## config.mk

```make
export PLATFORM = sky130hd
export DESIGN_NAME = pulse_step_gen_flat
export DESIGN_NICKNAME = d
export VERILOG_FILES = /design/src/rtl/pulse_gen_pkg.sv /design/src/rtl/pulse_step_gen_if.sv /design/src/rtl/button_debouncer.sv /design/src/rtl/pulse_step_gen.sv /design/src/flat_wrapper.sv
export SDC_FILE = /design/constraint.sdc
export NUM_CORES = 1
export LEC_CHECK = 0
export ABC_AREA = 1
export CAP_MARGIN = 15
export CORE_AREA = 2 2 39 41
export CTS_CLUSTER_DIAMETER = 120
export DETAILED_ROUTE_END_ITERATION = 6
export DIE_AREA = 0 0 41 43
export PLACE_DENSITY_LB_ADDON = 0.3
export SYNTH_ARGS = -nofsm -noshare
export SYNTH_HDL_FRONTEND = slang
export SYNTH_SLANG_ARGS = --single-unit
```

## constraint.sdc

```tcl
create_clock -name clk -period 1.3 [get_ports clk]
set_clock_uncertainty 0.05 [all_clocks]
set_input_delay 0.26 -clock clk [delete_from_list [all_inputs] [get_ports clk]]
set_output_delay 0.26 -clock clk [all_outputs]
set_load 0.03 [all_outputs]
```

## src/rtl/pulse_gen_pkg.sv

```systemverilog
// Shared definitions for the step-pulse generator: FSM encodings, default
// timing constants and a counter-width helper.
package pulse_gen_pkg;

  typedef enum logic [1:0] {
    ST_RUN   = 2'd0,
    ST_PAUSE = 2'd1,
    ST_STEP  = 2'd2
  } state_e;

  localparam int unsigned DEFAULT_DISTANCE  = 10;
  localparam int unsigned DEFAULT_DB_CYCLES = 4;

  // Bits needed to hold 0..max_val, never less than one.
  function automatic int unsigned cnt_width(input int unsigned max_val);
    return (max_val < 2) ? 1 : $clog2(max_val + 1);
  endfunction

endpackage

```

## src/rtl/pulse_step_gen_if.sv

```systemverilog
// Button inputs and step-pulse outputs of pulse_step_gen, grouped as one bundle.
interface pulse_step_gen_if;
  logic btn_mode;
  logic btn_step;
  logic pulse;
  logic running;

  modport master (output btn_mode, output btn_step, input pulse, input running);
  modport slave  (input btn_mode, input btn_step, output pulse, output running);
endinterface

```

## src/rtl/button_debouncer.sv

```systemverilog
// Raw push-button conditioner: 2-FF synchroniser, stability filter and a
// registered one-cycle strobe on each accepted press.
module button_debouncer
  import pulse_gen_pkg::*;
#(
  parameter int unsigned DB_CYCLES = DEFAULT_DB_CYCLES
) (
  input  logic clk,
  input  logic rst,
  input  logic raw,
  output logic level,
  output logic press
);

  localparam int unsigned CW = cnt_width(DB_CYCLES - 1);

  logic          meta_q, sync_q;
  logic          level_q, level_d;
  logic          press_q, press_d;
  logic [CW-1:0] db_cnt_q, db_cnt_d;

  // Accept a new level only after DB_CYCLES consecutive mismatching samples.
  always_comb begin
    level_d  = level_q;
    db_cnt_d = '0;
    if (sync_q != level_q) begin
      if (db_cnt_q == CW'(DB_CYCLES - 1)) begin
        level_d = sync_q;
      end else begin
        db_cnt_d = db_cnt_q + CW'(1);
      end
    end
    press_d = level_d & ~level_q;
  end

  always_ff @(posedge clk or posedge rst) begin
    if (rst) begin
      meta_q   <= 1'b0;
      sync_q   <= 1'b0;
      level_q  <= 1'b0;
      press_q  <= 1'b0;
      db_cnt_q <= '0;
    end else begin
      meta_q   <= raw;
      sync_q   <= meta_q;
      level_q  <= level_d;
      press_q  <= press_d;
      db_cnt_q <= db_cnt_d;
    end
  end

  assign level = level_q;
  assign press = press_q;

endmodule

```

## src/rtl/pulse_step_gen.sv

```systemverilog
// Step-pulse generator feeding the Gray counter: periodic pulse in RUN, frozen in
// PAUSE, single pulse per step press. Single-step path built only with STEPGEN_SINGLE_STEP_EN.
module pulse_step_gen
  import pulse_gen_pkg::*;
#(
  parameter int unsigned DISTANCE  = DEFAULT_DISTANCE,
  parameter int unsigned DB_CYCLES = DEFAULT_DB_CYCLES
) (
  input  logic            clk,
  input  logic            rst,
  pulse_step_gen_if.slave bus
);

  localparam int unsigned CW = cnt_width(DISTANCE);

  state_e        state_q, state_d;
  logic [CW-1:0] cnt_q, cnt_d;
  logic          pulse_q, pulse_d;
  logic          running_q, running_d;
  logic          mode_press;
  logic          unused_mode_level;

  button_debouncer #(.DB_CYCLES(DB_CYCLES)) u_mode_db (
    .clk   (clk),
    .rst   (rst),
    .raw   (bus.btn_mode),
    .level (unused_mode_level),
    .press (mode_press)
  );

`ifdef STEPGEN_SINGLE_STEP_EN
  logic step_press;
  logic unused_step_level;

  button_debouncer #(.DB_CYCLES(DB_CYCLES)) u_step_db (
    .clk   (clk),
    .rst   (rst),
    .raw   (bus.btn_step),
    .level (unused_step_level),
    .press (step_press)
  );
`else
  logic unused_btn_step;
  assign unused_btn_step = bus.btn_step;
`endif

  // Mode press always wins over a coincident step press.
  always_comb begin
    state_d = state_q;
    case (state_q)
      ST_RUN:   if (mode_press) state_d = ST_PAUSE;
      ST_PAUSE: begin
        if (mode_press) begin
          state_d = ST_RUN;
        end
`ifdef STEPGEN_SINGLE_STEP_EN
        else if (step_press) begin
          state_d = ST_STEP;
        end
`endif
      end
`ifdef STEPGEN_SINGLE_STEP_EN
      ST_STEP:  state_d = mode_press ? ST_RUN : ST_PAUSE;
`endif
      default:  state_d = ST_RUN;
    endcase
  end

  // Period counter advances only in RUN, so a resume continues where it froze.
  always_comb begin
    cnt_d = cnt_q;
    if (state_q == ST_RUN) begin
      cnt_d = (cnt_q == CW'(DISTANCE)) ? '0 : cnt_q + CW'(1);
    end
    pulse_d = (state_q == ST_RUN) && (cnt_q == CW'(DISTANCE));
`ifdef STEPGEN_SINGLE_STEP_EN
    if (state_q == ST_STEP) begin
      pulse_d = 1'b1;
    end
`endif
    running_d = (state_d == ST_RUN);
  end

  always_ff @(posedge clk or posedge rst) begin
    if (rst) begin
      state_q   <= ST_RUN;
      cnt_q     <= '0;
      pulse_q   <= 1'b0;
      running_q <= 1'b1;
    end else begin
      state_q   <= state_d;
      cnt_q     <= cnt_d;
      pulse_q   <= pulse_d;
      running_q <= running_d;
    end
  end

  assign bus.pulse   = pulse_q;
  assign bus.running = running_q;

endmodule

```

## src/flat_wrapper.sv

```systemverilog
// flat-port wrapper written by rule: the top's interface ports become plain ports
module pulse_step_gen_flat import pulse_gen_pkg::*;
#(
  parameter int unsigned DISTANCE  = DEFAULT_DISTANCE,
  parameter int unsigned DB_CYCLES = DEFAULT_DB_CYCLES
)
  (clk, rst, bus_btn_mode, bus_btn_step, bus_pulse, bus_running);
  pulse_step_gen_if bus_i ();
  input  logic clk;
  input  logic rst;
  input wire logic [$bits(bus_i.btn_mode)-1:0] bus_btn_mode;
  input wire logic [$bits(bus_i.btn_step)-1:0] bus_btn_step;
  output wire logic [$bits(bus_i.pulse)-1:0] bus_pulse;
  output wire logic [$bits(bus_i.running)-1:0] bus_running;
  assign bus_i.btn_mode = bus_btn_mode;
  assign bus_i.btn_step = bus_btn_step;
  assign bus_pulse = bus_i.pulse;
  assign bus_running = bus_i.running;
  pulse_step_gen #(.DISTANCE(DISTANCE), .DB_CYCLES(DB_CYCLES)) u_core (.clk(clk), .rst(rst), .bus(bus_i));
endmodule
```

Yosys cells after proc, flatten, opt, wreduce, memory -nomap -nowiden --
Cells that the tools add are included.
Operators by class: add/subtract/negate cells 2, eq/ne operators 4, reductions and logical operators 3, multiplexer cells 8, bitwise logic cells 2
Operators by type and width (number):
- $mux W2 | 4
- $add A4 B1 Y4 const B | 1
- $eq A4 B4 Y1 const B | 1
- $logic_not A2 Y1 | 2
- $mux W4 | 1
- $pmux W2 S2 | 1
- $add A2 B1 Y2 const B | 1
- $eq A2 B1 Y1 const B | 1
- $eq A2 B2 Y1 const B | 1
- $mux W1 | 2
- $and A1 B1 Y1 | 1
- $logic_and A1 B1 Y1 | 1
- $ne A1 B1 Y1 | 1
- $not A1 Y1 | 1
Word-level totals: bits in registers 14, logic and storage cells 28, bits of input ports 4, output and inout port bits 2

Longest topological paths before layout --
Gate-level depths: netlist of run 1.
depth after elaboration 4, mapped depth 5, depth with buffers taken out 5

Modules after synthesis --
Synthesis of run 1 repeated with hierarchy kept, for this count alone.
Unflattened totals: cell total of the unflattened synthesis 61, area, all modules 575.6 µm²
By module, submodules not included:
- pulse_step_gen | sequential area each 201.4 µm², area each 360.3 µm², cells an instance 41, times used 1
- button_debouncer | sequential area each 150.1 µm², area each 215.2 µm², cells an instance 20, times used 1

Worst setup path after synthesis of run 1 --
No wires, ideal clock.
path type register to register, start point register u_core.state_q[0], end point register u_core.cnt_q[3], buffers on the path 0, slack 364 ps, clock period less this slack 936 ps, stages on the path, launching flop included 5, data required time 1132 ps, setup time 118 ps, data arrival time 768 ps, path through dfrtp_1 nor2_4 nand3_1 nand2_1 nor2_2
Between the ends: longest elaborated chain between the ends 1
Ends and longest elaborated chain:
- from (decl) | line pulse_step_gen.sv:16 | state_e state_q, state_d;
- from (signal assigned) | line pulse_step_gen.sv:91 | state_q <= state_d;
- $logic_not A2 Y1 | line pulse_step_gen.sv:72 | if (state_q == ST_RUN) begin
- to (signal assigned) | line pulse_step_gen.sv:92 | cnt_q <= cnt_d;
- to (decl) | line pulse_step_gen.sv:17 | logic [CW-1:0] cnt_q, cnt_d;
Every way passes these cells. A chain may end at the register's enable or synchronous reset.

Worst setup path in the final report of run 1 --
start point register u_core.running_q, in the netlist u_core.bus.running, end point output bus_running
RTL lines:
- from (decl) | line pulse_step_gen.sv:19 | logic running_q, running_d;
- from (signal assigned) | line pulse_step_gen.sv:94 | running_q <= running_d;
- to (decl) | line flat_wrapper.sv:14 | output wire logic [$bits(bus_i.running)-1:0] bus_running;
No word-level cell between the ends.

==> results of run 1 <==
final cells by class:
cell class              count  area share
well taps                  16      0.0304
flip-flops and latches     14       0.533
inverters                  11      0.0626
repair buffers              5      0.0607
multi-input cells          34       0.258
clock buffers               4      0.0550
through the flow:
step | power [W] | utilization | cell area (µm²)
CTS | 0.00131 | 0.479 | 663
global route | 0.00140 | 0.476 | 659
finish | 0.00129 | 0.476 | 659
global placement | 0.000984 | 0.454 | 628
detailed placement | 0.00101 | 0.454 | 628
floorplan | 0.000919 | - | 563
power by group through the flow:
stage	sequential, W	combinational [W]	clock [W]
6_report	0.000662	0.000329	0.000302
5_1_grt	0.000674	0.000389	0.000334
4_1_cts	0.000660	0.000338	0.000311
3_5_place_dp	0.000666	0.000343	0
3_3_place_gp	0.000659	0.000325	0
2_1_floorplan	0.000658	0.000261	0
worst paths after layout:
check | from | end | cells after the start | slack (ns)
max in group asynchronous | rst | u_core.bus.running | 3 | 0.74
hold reg to reg | u_core.u_mode_db.meta_q | u_core.u_mode_db.sync_q | 0 | 0.31
hold / removal | rst | u_core.bus.pulse | 3 | 0.22
setup reg to reg | u_core.state_q[0] | u_core.cnt_q[3] | 4 | 0.29
min in group clk | u_core.u_mode_db.meta_q | u_core.u_mode_db.sync_q | 0 | 0.31
setup / recovery | u_core.bus.running | bus_running | 1 | 0.05
flip-flops by register name (all words and copies together) (netlist names):
name	flops
u_core.cnt_q	4
u_core.bus.pulse	1
u_core.u_mode_db.level	1
u_core.bus.running	1
u_core.u_mode_db.press	1
u_core.u_mode_db.sync_q	1
u_core.state_q	2
u_core.u_mode_db.meta_q	1
u_core.u_mode_db.db_cnt_q	2
routing by layer:
| metal | part of all wire | global-route usage | vias to the layer above |
|---|---|---|---|
| li1 | - | - | 195 |
| met1 | 0.49 | 0.168 | 169 |
| met2 | 0.47 | 0.156 | 3 |
| met3 | 0.025 | 0.0314 | 2 |
| met4 | 0.019 | 0.100 | 0 |
| met5 | 0 | 0 | - |
logic make-up (layout without fill, tap and decap cells):
kind of cell / after synthesis / after routing
and+or+nand+nor: 27 / 27
DFF: 14 / 14
buffers and inverters: 11 / 20
AOI/OAI and AO/OA: 4 / 4
adders and majority gates: 1 / 1
other: 1 / 1
xor gates and xnor gates: 1 / 1
timing repair:
action                     CTS  global route
resized for setup            1             2
hold buffers                 0             0
cloned                       0             0
setup endpoints to repair    1             1
worst min-delay path, cell delays in order:
cell and delay, ns:
clkdlybuf4s50_1 0.40, inv_1 0.05, buf_4 0.20
cells in the mapped netlist:
cell,instances,share of area
nor2_4,1,0.020
conb_1,1,0.0067
inv_1,9,0.060
o21ai_1,1,0.0089
nor3_1,2,0.018
dfstp_2,1,0.047
nor2_1,9,0.060
xnor2_1,1,0.016
dfrtp_1,13,0.58
nor2_2,3,0.033
nand2_1,8,0.053
o21ai_0,1,0.0089
nand3_1,3,0.027
ha_1,1,0.022
a21oi_1,2,0.018
inv_2,2,0.013
nand2_2,1,0.011
==> metrics, run 1 <==
status finished clean; drt drc 0; maximum fanout along the worst path 1; Worst Hold Class primary input to asynchronous set/reset pin; H-tree levels 1; largest family of logic cells by synthesized area simple AND/OR/NAND/NOR gates; dpl cells 80; Filler Cell Count 123; mux cell area share after synthesis 0; IO Count 6; first-pass GRT wire length 1370 µm; pwr dens 1960 nW/µm²; Area Growth Syn to Fin 17.1%; delay-heaviest family, CP flip-flops; Internal 0.000868 W; Detailed Place HPWL 600 µm; multi-input logic area 170 µm²; simple-gate portion of the synthesized area 0.222; Setup TNS 0 ns; Mapped Area 563 µm²; Synth Area in Compound Gates 0.0356; # nets final 74; gp weighted congestion 0.615; cells after synthesis 59; commonest non-fill, non-tap cell in the layout dfrtp_1; synth unique cells 17; DP Worst Slack 0.0360 ns; Layout Cells excl Fill 84; clock network power share 0.234; Antenna Nets Post-Route 0; sequential share of power 0.512; Slowest Stage Delay on Critical Path 0.52 ns; crit end category primary output; Switching Share 0.329; clock slew at reported path FFs 0.09 ns; largest net degree at the start of global routing 15; P_sw 0.000425 W; IO buf count 4; combinational share of power 0.255; Final Routed Wirelength 773 µm; Sink Count 14; vias in the first global route 335; Critical Path RT 0.99 ns; antenna cells 0; arrival time worst endpoint 0.94 ns; Num CTS Buffers 3; CP max-delay cell dfstp_2; WHS 0.218 ns; Initial Util 0.407; Tcrit/Tclk final 0.959; Final Max Tran Viols 0; endpoints failing setup 0; Final min period 1.25 ns; xor/xnor share of the synthesized area 0.0156; sequential area share after synthesis 0.624; crit path buf inv count 1; DRT iter0 DRCs 3; worst path cell trace buf_4; initial antenna violation count 0; Pre-Repair DR Iteration Count 2; Setup WS post-layout 0.0528 ns; YS warnings 0; Die H 43 µm; Worst setup SP type register; most frequent cells in the layout dfrtp_1, inv_1, nor2_1, nand2_1; clock tree root driver cell clkbuf_4; CORE AREA 1380 µm²; via-per-instance ratio 4.39; DR WL/cell 9.20 µm; share of cells above drive strength 1 0.221; Hold Violations, Final 0; Core Rows 14; Max VDD drop 0.000719 V; total congestion overflow 0; Adder-Cell Fraction of Synth Area 0.0222; GRT Overall Usage 0.123; routed vias 369; die width 41 µm; Seq cells post-synth 14; Post-CTS Setup Bufs 0; Syn Nets 64; synthesized area per cell 9.54 µm²; die area 1760 µm²; total area of sequential cells 352 µm²; Setup CP Type register to primary output; Leak Pwr 0.350 nW; unrepaired setup endpoints after global routing no; CTS max path bufs 2; Peak Freq 802 MHz; Max Cap Viol 0; CTS tree done; worst skew pair latency 0.27 ns
Power figures use the tool's default switching activity.
==> run 2: changes to the inputs <==
SKIP_CTS_REPAIR_TIMING = 1   (was unset)
TNS_END_PERCENT = 30   (was unset)
==> run 2 against run 1 <==
Die area did not move. Routed wire length did not move. Clock power barely moved. Register-to-register slack barely moved. Non-clock buffer count did not move. Global-route usage did not move. Largest cell class unchanged. Highest routed layer unchanged.
==> metrics, run 2 (synthesis results as in run 1) <==
maximum fanout along the worst path 1 (unchanged); crit end category primary output (unchanged); r2r endpoint u_core.cnt_q[3] (unchanged); endpoints failing setup 0 (unchanged); Hold Violations, Final 0 (unchanged); design area 667 µm² (was 659 µm²); crit path buf inv count 1 (unchanged); Area Growth Syn to Fin 18.4% (was 17.1%); Critical Path RT 0.99 ns (about the same); initial antenna violation count 0 (unchanged); IO buf count 4 (unchanged); arrival time worst endpoint 0.94 ns (about the same); clock slew at reported path FFs 0.09 ns (about the same); Pre-Repair DR Iteration Count 2 (unchanged); Core Rows 14 (unchanged); r2r worst-path depth 4 (unchanged); worst skew pair latency 0.27 ns (about the same); Worst setup SP type register (unchanged); Final min period 1.25 ns (unchanged); DR WL/cell 9.20 µm (unchanged); worst path cell trace buf_4 (unchanged); unrepaired setup endpoints after global routing no (unchanged); Biggest register u_core.cnt_q (unchanged); routed vias 369 (unchanged); first-pass GRT wire length 1370 µm (unchanged); Sink Count 14 (unchanged); GRT Overall Usage 0.123 (unchanged); Antenna Nets Post-Route 0 (unchanged); CP max-delay cell dfstp_2 (unchanged); die width 41 µm (unchanged); via-per-instance ratio 4.39 (unchanged); # nets final 74 (unchanged); Leak Pwr 0.367 nW (was 0.350 nW); Peak Freq 802 MHz (unchanged); Setup CP Type register to primary output (unchanged); Worst Hold Class primary input to asynchronous set/reset pin (unchanged); Tcrit/Tclk final 0.959 (unchanged); Die H 43 µm (unchanged); Layout Cells excl Fill 84 (unchanged); Initial Util 0.407 (unchanged); DRT iter0 DRCs 3 (unchanged); CTS max path bufs 2 (unchanged); antenna cells 0 (unchanged); Final Routed Wirelength 773 µm (unchanged); CORE AREA 1380 µm² (unchanged); Detailed Place HPWL 600 µm (unchanged); gp weighted congestion 0.615 (unchanged); share of cells above drive strength 1 0.206 (was 0.221); Num CTS Buffers 3 (unchanged); total congestion overflow 0 (unchanged); Setup TNS 0 ns (unchanged); Regs by FF count u_core.cnt_q (4), u_core.state_q (2), u_core.u_mode_db.db_cnt_q (2) (unchanged); pwr dens 1940 nW/µm² (was 1960 nW/µm²); commonest non-fill, non-tap cell in the layout dfrtp_1 (unchanged); Max Cap Viol 0 (unchanged); delay-heaviest family, CP flip-flops (unchanged); Slowest Stage Delay on Critical Path 0.52 ns (about the same); status finished clean (unchanged); H-tree levels 1 (unchanged); WHS 0.218 ns (unchanged); clock tree root driver cell clkbuf_4 (unchanged); FF-to-FF setup slack 0.29 ns (about the same); drt drc 0 (unchanged); max reg flops 4 (unchanged); reg2reg start u_core.state_q[0] (unchanged); Total Power 0.00130 W (was 0.00129 W); IO Count 6 (unchanged); vias in the first global route 335 (unchanged); area post-placement 628 µm² (unchanged); largest net degree at the start of global routing 15 (unchanged); die area 1760 µm² (unchanged); most frequent cells in the layout dfrtp_1, inv_1, nor2_1, nand2_1 (unchanged); dpl cells 80 (unchanged); Max VDD drop 0.000719 V (about the same); Final Max Tran Viols 0 (unchanged); CTS tree done (unchanged)
run 2: changes by cell type in the layout (fill, tap and decap cells not counted), sizes merged:
| cell | before | now |
|---|---|---|
| dlymetal6s2s | 0 | 1 |
| clkbuf | 5 | 4 |
run 2: through the flow:
stage	worst slack, ns	util
final	0.0528	0.482
after global placement	0.0375	0.454
after CTS	-0.274	0.480
after detailed placement	0.0360	0.454
after global routing	0.0110	0.482
after floorplan	0.364	-
run 2: worst max-delay path by stage:
stage,from,endpoint,slack (ns),cells past startpoint
2_1_floorplan,u_core.state_q[0],u_core.cnt_q[3],0.36,4
3_3_place_gp,u_core.bus.pulse,bus_pulse,0.04,1
3_5_place_dp,u_core.bus.pulse,bus_pulse,0.04,1
4_1_cts,u_core.bus.pulse,bus_pulse,-0.27,1
5_1_grt,u_core.bus.running,bus_running,0.01,1
6_report,u_core.bus.running,bus_running,0.05,1
run 2: power by group:
part / leakage (nW) / switching, W / internal (W) / total [W]
Sequential: 0.171 / 0.000104 / 0.000557 / 0.000661
Combinational: 0.175 / 0.000189 / 0.000144 / 0.000332
Clock: 0.0210 / 0.000132 / 0.000170 / 0.000302
run 2: worst reg2reg max path: cells and delay by family (launching register included):
family           cells  cell delay, ns
flip-flops           1            0.44
AND/OR/NAND/NOR      4            0.42
run 2: layer usage:
metal  global-route usage  vias to the layer above  wire, µm
met5                    0                        -         0
met4                0.100                        0        15
met3               0.0314                        2        20
met2                0.156                        3       362
met1                0.168                      169       374
li1                     -                      195         -
run 2: layout make-up:
type                    instances  area (µm²)
inverters                      11        41.3
fillers                       121         717
clock buffers                   4        36.3
multi-input cells              34         170
repair buffers                  5        47.5
flip-flops and latches         14         352
well taps                      16        20.0
